File: src/rtl/display_link_master_if.sv
// Command, response and line signals of the single-wire display register link.
//   master : the link initiator (display_link_master)
//   slave  : the host command side plus the line/target side
interface display_link_master_if;
  localparam int unsigned ADDR_W = 8;
  localparam int unsigned DATA_W = 32;

  logic              cmd_valid;
  logic              cmd_ready;
  logic              cmd_write;
  logic [ADDR_W-1:0] cmd_addr;
  logic [DATA_W-1:0] cmd_wdata;
  logic              rsp_valid;
  logic [DATA_W-1:0] rsp_rdata;
  logic              busy;
  logic              clock_target;
  logic              sdio_o;
  logic              sdio_oe;
  logic              sdio_i;

  modport master (
    input  cmd_valid, cmd_write, cmd_addr, cmd_wdata, sdio_i,
    output cmd_ready, rsp_valid, rsp_rdata, busy, clock_target, sdio_o, sdio_oe
  );

  modport slave (
    output cmd_valid, cmd_write, cmd_addr, cmd_wdata, sdio_i,
    input  cmd_ready, rsp_valid, rsp_rdata, busy, clock_target, sdio_o, sdio_oe
  );
endinterface

File: src/rtl/display_link_master.sv
// Host-side initiator for the single-wire display register link.
// Serialises write/read commands onto sdio with a forwarded bit clock and
// captures the 32-bit read reply.
//   c125  : system clock
//   reset : async active-low reset
//   bus   : command/response handshake and sdio/clock_target line signals
module display_link_master #(
  parameter int unsigned DIV = 2,  // c125 cycles per half bit period (>=1)
  parameter int unsigned TA  = 2   // turnaround bit periods (>=1)
) (
  input  logic                  c125,
  input  logic                  reset,
  display_link_master_if.master bus
);

  localparam int unsigned     PH_W    = $clog2(DIV) + 1;
  localparam logic [PH_W-1:0] PH_LAST = PH_W'(2 * DIV - 1);
  localparam logic [PH_W-1:0] PH_HIGH = PH_W'(DIV);
  localparam logic [5:0]      N_ADDR  = 6'd7;
  localparam logic [5:0]      N_DATA  = 6'd31;
  localparam logic [5:0]      N_TA    = 6'(TA - 1);

  typedef enum logic [2:0] {
    S_IDLE, S_START, S_RW, S_ADDR, S_WDATA, S_TA, S_RDATA, S_STOP
  } state_t;

  state_t          r_state, w_state_nxt;
  logic [PH_W-1:0] r_phase, w_phase_nxt;
  logic [5:0]      r_bitcnt, w_bitcnt_nxt;
  logic            r_write, w_write_nxt;
  logic [7:0]      r_addr, w_addr_nxt;
  logic [31:0]     r_wdata, w_wdata_nxt;
  logic [31:0]     r_rxsh, w_rxsh_nxt;

  logic            r_cmd_ready, w_cmd_ready_nxt;
  logic            r_rsp_valid, w_rsp_valid_nxt;
  logic [31:0]     r_rsp_rdata, w_rsp_rdata_nxt;
  logic            r_busy, w_busy_nxt;
  logic            r_clock_target, w_clock_target_nxt;
  logic            r_sdio_o, w_sdio_o_nxt;
  logic            r_sdio_oe, w_sdio_oe_nxt;

  logic            w_bit_end;
  logic            w_last;

  // State and registered outputs
  always_ff @(posedge c125 or negedge reset) begin
    if (!reset) begin
      r_state        <= S_IDLE;
      r_phase        <= '0;
      r_bitcnt       <= '0;
      r_write        <= 1'b0;
      r_addr         <= '0;
      r_wdata        <= '0;
      r_rxsh         <= '0;
      r_cmd_ready    <= 1'b1;
      r_rsp_valid    <= 1'b0;
      r_rsp_rdata    <= '0;
      r_busy         <= 1'b0;
      r_clock_target <= 1'b0;
      r_sdio_o       <= 1'b1;
      r_sdio_oe      <= 1'b1;
    end else begin
      r_state        <= w_state_nxt;
      r_phase        <= w_phase_nxt;
      r_bitcnt       <= w_bitcnt_nxt;
      r_write        <= w_write_nxt;
      r_addr         <= w_addr_nxt;
      r_wdata        <= w_wdata_nxt;
      r_rxsh         <= w_rxsh_nxt;
      r_cmd_ready    <= w_cmd_ready_nxt;
      r_rsp_valid    <= w_rsp_valid_nxt;
      r_rsp_rdata    <= w_rsp_rdata_nxt;
      r_busy         <= w_busy_nxt;
      r_clock_target <= w_clock_target_nxt;
      r_sdio_o       <= w_sdio_o_nxt;
      r_sdio_oe      <= w_sdio_oe_nxt;
    end
  end

  // Next state, counters, and next values of every registered output
  always_comb begin
    w_state_nxt     = r_state;
    w_phase_nxt     = r_phase;
    w_bitcnt_nxt    = r_bitcnt;
    w_write_nxt     = r_write;
    w_addr_nxt      = r_addr;
    w_wdata_nxt     = r_wdata;
    w_rxsh_nxt      = r_rxsh;
    w_rsp_valid_nxt = 1'b0;
    w_rsp_rdata_nxt = r_rsp_rdata;

    w_bit_end = (r_state != S_IDLE) && (r_phase == PH_LAST);
    w_last    = w_bit_end && (r_bitcnt == 6'd0);

    if (r_state != S_IDLE) begin
      w_phase_nxt = w_bit_end ? '0 : r_phase + 1'b1;
    end
    // Bit counter counts down the remaining bits of the current state
    if (w_bit_end && !w_last) begin
      w_bitcnt_nxt = r_bitcnt - 6'd1;
    end

    case (r_state)
      S_IDLE: begin
        if (bus.cmd_valid) begin
          w_write_nxt  = bus.cmd_write;
          w_addr_nxt   = bus.cmd_addr;
          w_wdata_nxt  = bus.cmd_wdata;
          w_state_nxt  = S_START;
          w_phase_nxt  = '0;
          w_bitcnt_nxt = 6'd0;
        end
      end
      S_START: if (w_last) begin
        w_state_nxt  = S_RW;
        w_bitcnt_nxt = 6'd0;
      end
      S_RW: if (w_last) begin
        w_state_nxt  = S_ADDR;
        w_bitcnt_nxt = N_ADDR;
      end
      S_ADDR: if (w_last) begin
        w_state_nxt  = r_write ? S_WDATA : S_TA;
        w_bitcnt_nxt = r_write ? N_DATA : N_TA;
      end
      S_WDATA: if (w_last) begin
        w_state_nxt  = S_STOP;
        w_bitcnt_nxt = 6'd0;
      end
      S_TA: if (w_last) begin
        w_state_nxt  = S_RDATA;
        w_bitcnt_nxt = N_DATA;
      end
      S_RDATA: begin
        // Sample on the last high-phase cycle, MSB first
        if (w_bit_end) w_rxsh_nxt = {r_rxsh[30:0], bus.sdio_i};
        if (w_last) begin
          w_state_nxt  = S_STOP;
          w_bitcnt_nxt = 6'd0;
        end
      end
      S_STOP: if (w_last) begin
        w_state_nxt     = S_IDLE;
        w_rsp_valid_nxt = 1'b1;
        if (!r_write) w_rsp_rdata_nxt = r_rxsh;
      end
      default: w_state_nxt = S_IDLE;
    endcase

    // Outputs follow the upcoming state so they stay registered without lag
    w_busy_nxt         = (w_state_nxt != S_IDLE);
    w_cmd_ready_nxt    = (w_state_nxt == S_IDLE);
    w_clock_target_nxt = (w_state_nxt != S_IDLE) && (w_phase_nxt >= PH_HIGH);
    w_sdio_oe_nxt      = !((w_state_nxt == S_TA) || (w_state_nxt == S_RDATA));
    case (w_state_nxt)
      S_START: w_sdio_o_nxt = 1'b0;
      S_RW:    w_sdio_o_nxt = w_write_nxt;
      S_ADDR:  w_sdio_o_nxt = w_addr_nxt[w_bitcnt_nxt[2:0]];
      S_WDATA: w_sdio_o_nxt = w_wdata_nxt[w_bitcnt_nxt[4:0]];
      default: w_sdio_o_nxt = 1'b1;
    endcase
  end

  assign bus.cmd_ready    = r_cmd_ready;
  assign bus.rsp_valid    = r_rsp_valid;
  assign bus.rsp_rdata    = r_rsp_rdata;
  assign bus.busy         = r_busy;
  assign bus.clock_target = r_clock_target;
  assign bus.sdio_o       = r_sdio_o;
  assign bus.sdio_oe      = r_sdio_oe;

endmodule
File: src/flat_wrapper.sv
// flat-port wrapper written by rule: the top's interface ports become plain ports
module display_link_master_flat 
#(
  parameter int unsigned DIV = 2,                                          
  parameter int unsigned TA  = 2                                  
)
  (c125, reset, bus_cmd_valid, bus_cmd_write, bus_cmd_addr, bus_cmd_wdata, bus_sdio_i, bus_cmd_ready, bus_rsp_valid, bus_rsp_rdata, bus_busy, bus_clock_target, bus_sdio_o, bus_sdio_oe);
  display_link_master_if bus_i ();
  input  logic c125;
  input  logic reset;
  input wire logic [$bits(bus_i.cmd_valid)-1:0] bus_cmd_valid;
  input wire logic [$bits(bus_i.cmd_write)-1:0] bus_cmd_write;
  input wire logic [$bits(bus_i.cmd_addr)-1:0] bus_cmd_addr;
  input wire logic [$bits(bus_i.cmd_wdata)-1:0] bus_cmd_wdata;
  input wire logic [$bits(bus_i.sdio_i)-1:0] bus_sdio_i;
  output wire logic [$bits(bus_i.cmd_ready)-1:0] bus_cmd_ready;
  output wire logic [$bits(bus_i.rsp_valid)-1:0] bus_rsp_valid;
  output wire logic [$bits(bus_i.rsp_rdata)-1:0] bus_rsp_rdata;
  output wire logic [$bits(bus_i.busy)-1:0] bus_busy;
  output wire logic [$bits(bus_i.clock_target)-1:0] bus_clock_target;
  output wire logic [$bits(bus_i.sdio_o)-1:0] bus_sdio_o;
  output wire logic [$bits(bus_i.sdio_oe)-1:0] bus_sdio_oe;
  assign bus_i.cmd_valid = bus_cmd_valid;
  assign bus_i.cmd_write = bus_cmd_write;
  assign bus_i.cmd_addr = bus_cmd_addr;
  assign bus_i.cmd_wdata = bus_cmd_wdata;
  assign bus_i.sdio_i = bus_sdio_i;
  assign bus_cmd_ready = bus_i.cmd_ready;
  assign bus_rsp_valid = bus_i.rsp_valid;
  assign bus_rsp_rdata = bus_i.rsp_rdata;
  assign bus_busy = bus_i.busy;
  assign bus_clock_target = bus_i.clock_target;
  assign bus_sdio_o = bus_i.sdio_o;
  assign bus_sdio_oe = bus_i.sdio_oe;
  display_link_master #(.DIV(DIV), .TA(TA)) u_core (.c125(c125), .reset(reset), .bus(bus_i));
endmodule
File: config.mk
export PLATFORM = sky130hd
export DESIGN_NAME = display_link_master_flat
export DESIGN_NICKNAME = d
export VERILOG_FILES = /design/src/rtl/display_link_master_if.sv /design/src/rtl/display_link_master.sv /design/src/flat_wrapper.sv
export SDC_FILE = /design/constraint.sdc
export NUM_CORES = 1
export LEC_CHECK = 0
export CAP_MARGIN = 20
export CORE_AREA = 2 2 121 123
export CTS_CLUSTER_SIZE = 24
export DETAILED_ROUTE_END_ITERATION = 7
export DIE_AREA = 0 0 123 125
export GPL_ROUTABILITY_DRIVEN = 1
export RECOVER_POWER = 50
export SYNTH_ARGS = -nofsm -noshare
export SYNTH_HDL_FRONTEND = slang
export SYNTH_SLANG_ARGS = --single-unit
File: constraint.sdc
create_clock -name c125 -period 3.03 [get_ports c125]
set_clock_uncertainty 0.15 [all_clocks]
set_input_delay 0.4545 -clock c125 [delete_from_list [all_inputs] [get_ports c125]]
set_output_delay 0.4545 -clock c125 [all_outputs]
set_load 0.005 [all_outputs]
== After elaboration in Yosys (flattened, before gate mapping) ==
Index checks and enable logic that the tools add are counted.

* Flip-flop bits (word level): 122
* Bits in latches: 0
* Memory bits (writable): 0
* ROM bits: 0
* Output and inout port bits: 38
* Logic and storage cells: 84
* Memories kept: 0

* $add $sub $neg: 2
* $mul: 0
* Divide/modulo/power cells: 0
* Order comparisons: 3
* Eq/ne operators: 14
* Shift operators: 0
* Mux-type cells: 34
* Bitwise logic cells: 1
* Reductions and logical operators: 16

{| class="wikitable"
|+ Operator list
! cell !! number
|-
| 32-bit two-way mux || 2
|-
| 6-bit two-way mux || 6
|-
| 6-bit case mux with 5 select lines || 1
|-
| 3-bit equality test (second input constant) || 7
|-
| 3-bit two-way mux || 7
|-
| 3-bit case mux with 7 select lines || 1
|-
| 8-bit two-way mux || 2
|-
| 3-bit by 2-bit equality test with 1-bit output (second input constant) || 4
|-
| 2-bit two-way mux || 4
|-
| 1-bit two-way mux || 7
|-
| 3-bit by 1-bit equality test with 1-bit output (second input constant) || 2
|-
| 3-bit logical NOT || 2
|-
| 6-bit logical NOT || 1
|-
| 5-bit by 6-bit < comparator with 1-bit output (second input constant) || 1
|-
| 3-bit nonzero test || 2
|-
| 6-bit by 1-bit subtractor with 6-bit output (second input constant) || 1
|-
| 1-bit binary-select mux with 5-bit select || 1
|-
| 5-bit two-way mux || 1
|-
| 1-bit logical AND || 4
|-
| 3-bit by 4-bit < comparator with 1-bit output (second input constant) || 1
|-
| 1-bit case mux with 4 select lines || 1
|-
| 1-bit binary-select mux with 3-bit select || 1
|-
| 3-bit AND reduction || 1
|-
| 3-bit OR reduction || 1
|-
| 8 further kinds || 9
|}

== Depth between registers and ports, before layout ==
* Depth after elaboration: 11
* Gate-level depth with buffers: 14
* Depth with buffers taken out: 11

== Least setup slack after synthesis ==
OpenSTA, ideal clock, no wires.

* Path type: flip-flop to flip-flop
* Start point: register u_core.r_bitcnt[0]
* End point: register u_core.r_sdio_o, in the netlist u_core.bus.sdio_o
* Library setup time: 0.094 ns
* Arrival: 3.009 ns
* Data required time: 2.786 ns
* Path slack: -0.223 ns
* Cell stages (with the launch flop): 14
* Buffers on the path: 3
* Clock period less this slack: 3.253 ns
* Cell sequence: dfrtp_1 -> clkbuf_1 -> inv_1 -> ha_1 -> nor3b_4 -> and2_4 -> buf_6 -> a221oi_2 -> or2_1 -> buf_6 -> mux2_1 -> a22oi_1 -> a41oi_1 -> or4_1

* Word-level cells in the longest chain between the ends: 10

{| class="wikitable"
|+ RTL lines
! item !! line !! text
|-
| from (decl) || display_link_master.sv:29 || <nowiki>logic [5:0] r_bitcnt, w_bitcnt_nxt;</nowiki>
|-
| from (signal assigned) || display_link_master.sv:66 || <nowiki>r_bitcnt <= w_bitcnt_nxt;</nowiki>
|-
| parallel branches: the longest is 9 deep, another holds 6-bit by 1-bit subtractor with 6-bit output || -- ||
|-
| 1-bit case mux with 4 select lines (*) || display_link_master.sv:156 || <nowiki>case (w_state_nxt)</nowiki>
|-
| named net u_core.w_sdio_o_nxt || display_link_master.sv:40 || <nowiki>logic r_sdio_o, w_sdio_o_nxt;</nowiki>
|-
| to (signal assigned) || display_link_master.sv:76 || <nowiki>r_sdio_o <= w_sdio_o_nxt;</nowiki>
|-
| to (decl) || display_link_master.sv:40 ||
|}

Mark *: on every way through the listed nets, which the timed path passes. The select of a mux whose other input is x is not followed.
A chain may end at the register's enable or synchronous reset.

== Final worst setup path ==
Ends and elaborated chain as after synthesis.

==> key figures <==
Run status
  • Outcome: finished with violations
  • Failing checks: setup timing

Setup path
  • Crit-path cells: inv_4 -> ha_4 -> buf_6 -> nor3b_4 -> and2_4 -> a221oi_4 -> or2_4 -> buf_4 -> mux2_4 -> a211oi_2 -> a211oi_1 -> or4_1
  • CP max FO: 4
  • Setup CP Type: flop to flop
  • Reg2reg setup slack: -4 ps
  • Crit path launch type: flop
  • CP peak stage delay: 520 ps
  • CP max-delay cell: or4_1
  • Critical path capture point type: flop
  • WP data required: ~3200 ps
  • Crit path DAT: 3220 ps

Routing
  • WL met2: 6350 um
  • DR pass1 iterations: 4
  • Routed WL: around 13000 um
  • DRT iter0 DRCs: 183
  • Met3 routed WL: 777 um
  • Post-DR vias/cell: about 5.0
  • # DRC: 0
  • Top Layer Used: met4
  • Vias: 4069
  • Antenna viol nets, final: 0
  • Metal-1 WL: 6070 um
  • Routed len/inst: 16.6 um

Logic synthesis
  • Synth top cells by count: dfrtp_1 (119), nand2_1 (87), mux2_2 (82)
  • Area contributors post-synth: dfrtp_1 (54%), mux2_2 (17%), nand2_1 (5.9%)
  • Number of enable flip-flop cells after synthesis: 0
  • #FFs+latches synth: 122
  • Share of the synthesized area in the top cell type: 0.536
  • Most common cell in the synthesized netlist: dfrtp_1
  • Post-synthesis sequential area ratio: 0.550
  • Mean Syn Cell Area: ~12 sq um
  • Syn Inst Count: 459
  • Synth Warn #: 0
  • Cell variety after synth: 67
  • Ys flop type: dfrtp_1
  • Yosys top cell by area: dfrtp_1
  • Synthesized area: 0.00556 sq mm
  • Mapped Nets: 506
  • Post-synth ARST share: 1.00

Clock tree
  • CTS buffer count: 17
  • CTS tree: yes
  • Buffer depth of the longest clock path: 2
  • Clock Tree Root: clkbuf_16
  • Clk slew on worst S/H paths: about 50 ps
  • Insertion delay to the later sink of the worst-skew pair: 420 ps
  • CTS sink cnt: 122
  • H-tree levels: 4

STA
  • Final worst path period need: 3030 ps
  • Max Clk Rate: 330 MHz
  • Hold Violations, Final: 0
  • Final Worst Setup Slack: -4.24 ps
  • Finish-stage setup viols: 1
  • Slew headroom: 0.184
  • Hold WS: 322 ps
  • Tcrit/Tclk final: 1.00
  • Unrepaired setup endpoints after global routing: true
  • Slew Limit Fails: 0
  • Worst-Margin Slew: between 1000 and 1500 ps

Layout
  • Area Overhead vs Synth: 41.2%
  • Filler instances: 1208
  • Non-Filler Instances: 809
  • Final #Nets: 661
  • ANT cells: 0
  • Layout cells sized above 1: 0.378
  • Design area: 0.00784 sq mm

GRT
  • Initial antenna violation count: 0
  • First-pass GRT wire length: 21900 um
  • GRT Residual Overflow: 0
  • Number of global-route vias before repair: 4313
  • GRT Resource Usage Total: 0.185
  • Largest net degree at the start of global routing: 48

Floorplanning
  • Die area: 0.0154 sq mm
  • # IOs: 83
  • Die width: 123 um
  • Row count: 44
  • Core area: 0.0142 sq mm
  • Initial Util: 0.391
  • Die Span Y: between 100 and 150 um

Power
  • Pwr dens: 880 mW/mm^2
  • Worst vdd ir: around 430 uV
  • Leak: 3.75 nW

Place
  • Hpwl dp: between 9000 and 10000 um
  • Post-Place Setup Slack: -320 ps
  • Placer congestion estimate: 0.831
  • Post-DP Area: 0.00708 sq mm
  • Port Buf Inserts: 82
  • Placed Cells: 769

Min path
  • Hold Path Class: flop to flop

Flow run
  • Max cap viols: 0
timing repair:
action,4_1_cts,5_1_grt
pin swaps,6,12
gates resized for setup,13,12
hold buffers,1,0
endpoints found under the setup margin,1,1
cloned,0,1
endpoints found under the hold margin,43,0
buffers inserted,2,7
registers in the layout, summed over array words and instances (netlist names), 2 cells and up:
name                  cells
u_core.bus.rsp_rdata     32
u_core.r_rxsh            32
u_core.r_wdata           32
u_core.r_addr             8
u_core.r_state            3
u_core.r_phase            2
u_core.r_bitcnt           6
worst max-delay path: cells and delay by family (launching register included):
kind / cells / cell delay, ps
AO/OA/AOI/OAI: 3 / 610
flip-flops: 1 / 400
AND/OR/NAND/NOR: 4 / 1030
adder cells (fa/ha/maj): 1 / 150
multiplexers: 1 / 300
buffers and inverters: 3 / 300
worst paths after layout:
check	to	depth (start not counted)	start
min in group asynchronous	u_core.r_wdata[9]	2	reset
setup / recovery	u_core.bus.sdio_o	12	u_core.r_bitcnt[0]
hold reg to reg	u_core.r_wdata[6]	2	u_core.r_wdata[6]
setup reg to reg	u_core.bus.sdio_o	12	u_core.r_bitcnt[0]
hold / removal	u_core.r_wdata[6]	2	u_core.r_wdata[6]
max in group asynchronous	u_core.bus.rsp_rdata[0]	3	reset
metal layers:
layer	GRT usage	vias up
met5	0	-
li1	-	1943
met2	0.280	95
met1	0.243	2013
met3	0.0625	18
met4	0.0769	0
kinds of logic after synthesis:
logic type,Yosys count,synth area share
AOI/OAI and AO/OA,63,0.0944
xor gates and xnor gates,4,0.00631
adders and majority gates,2,0.00450
buffers and inverters,33,0.0309
DFF,122,0.550
muxes,93,0.187
and+or+nand+nor,142,0.126
cells in the final DEF, fill, tap and decap left out, drive strengths merged, types with 3 or more instances in the layout:
cell and n:
o211a 11, mux2i 8, nor4b 3, o31ai 4, nor2 12, buf 74
dfstp 3, nor4 3, clkinv 5, nor3 7, mux2 85, nand2 87
a21oi 8, nand2b 3, clkdlybuf4s50 81, a211oi 6, o221ai 3, nand3b 3
o21bai 9, xnor2 3, inv 7, clkbuf 28, o22ai 3, or2 6
o21ai 3, nor3b 3, dfrtp 119, nor2b 4
stage by stage:
| stage | util | total power, mW | setup TNS [ps] |
|---|---|---|---|
| after global placement | 0.499 | 4.56 | -286 |
| final | 0.552 | 6.90 | -4.24 |
| after floorplan | - | 3.63 | 0 |
| after detailed placement | 0.499 | 4.60 | -320 |
| after CTS | 0.545 | 6.73 | -10.1 |
| after global routing | 0.552 | 7.31 | -123 |
where the power goes:
group / internal, mW / switching (mW)
combinational: 1.44 / 1.33
clock: 1.30 / 0.693
sequential: 1.99 / 0.151
layout make-up:
cell class	instances	area (sq um)	share of cell area
clock buffers	22	494	0.0630
clock inverters	8	92.6	0.0118
flip-flops and latches	122	3060	0.390
multi-input cells	304	2450	0.313
well taps	184	230	0.0294
repair buffers	162	1480	0.189
inverters	7	28.8	0.00367
(Power assumes the default switching activity.)
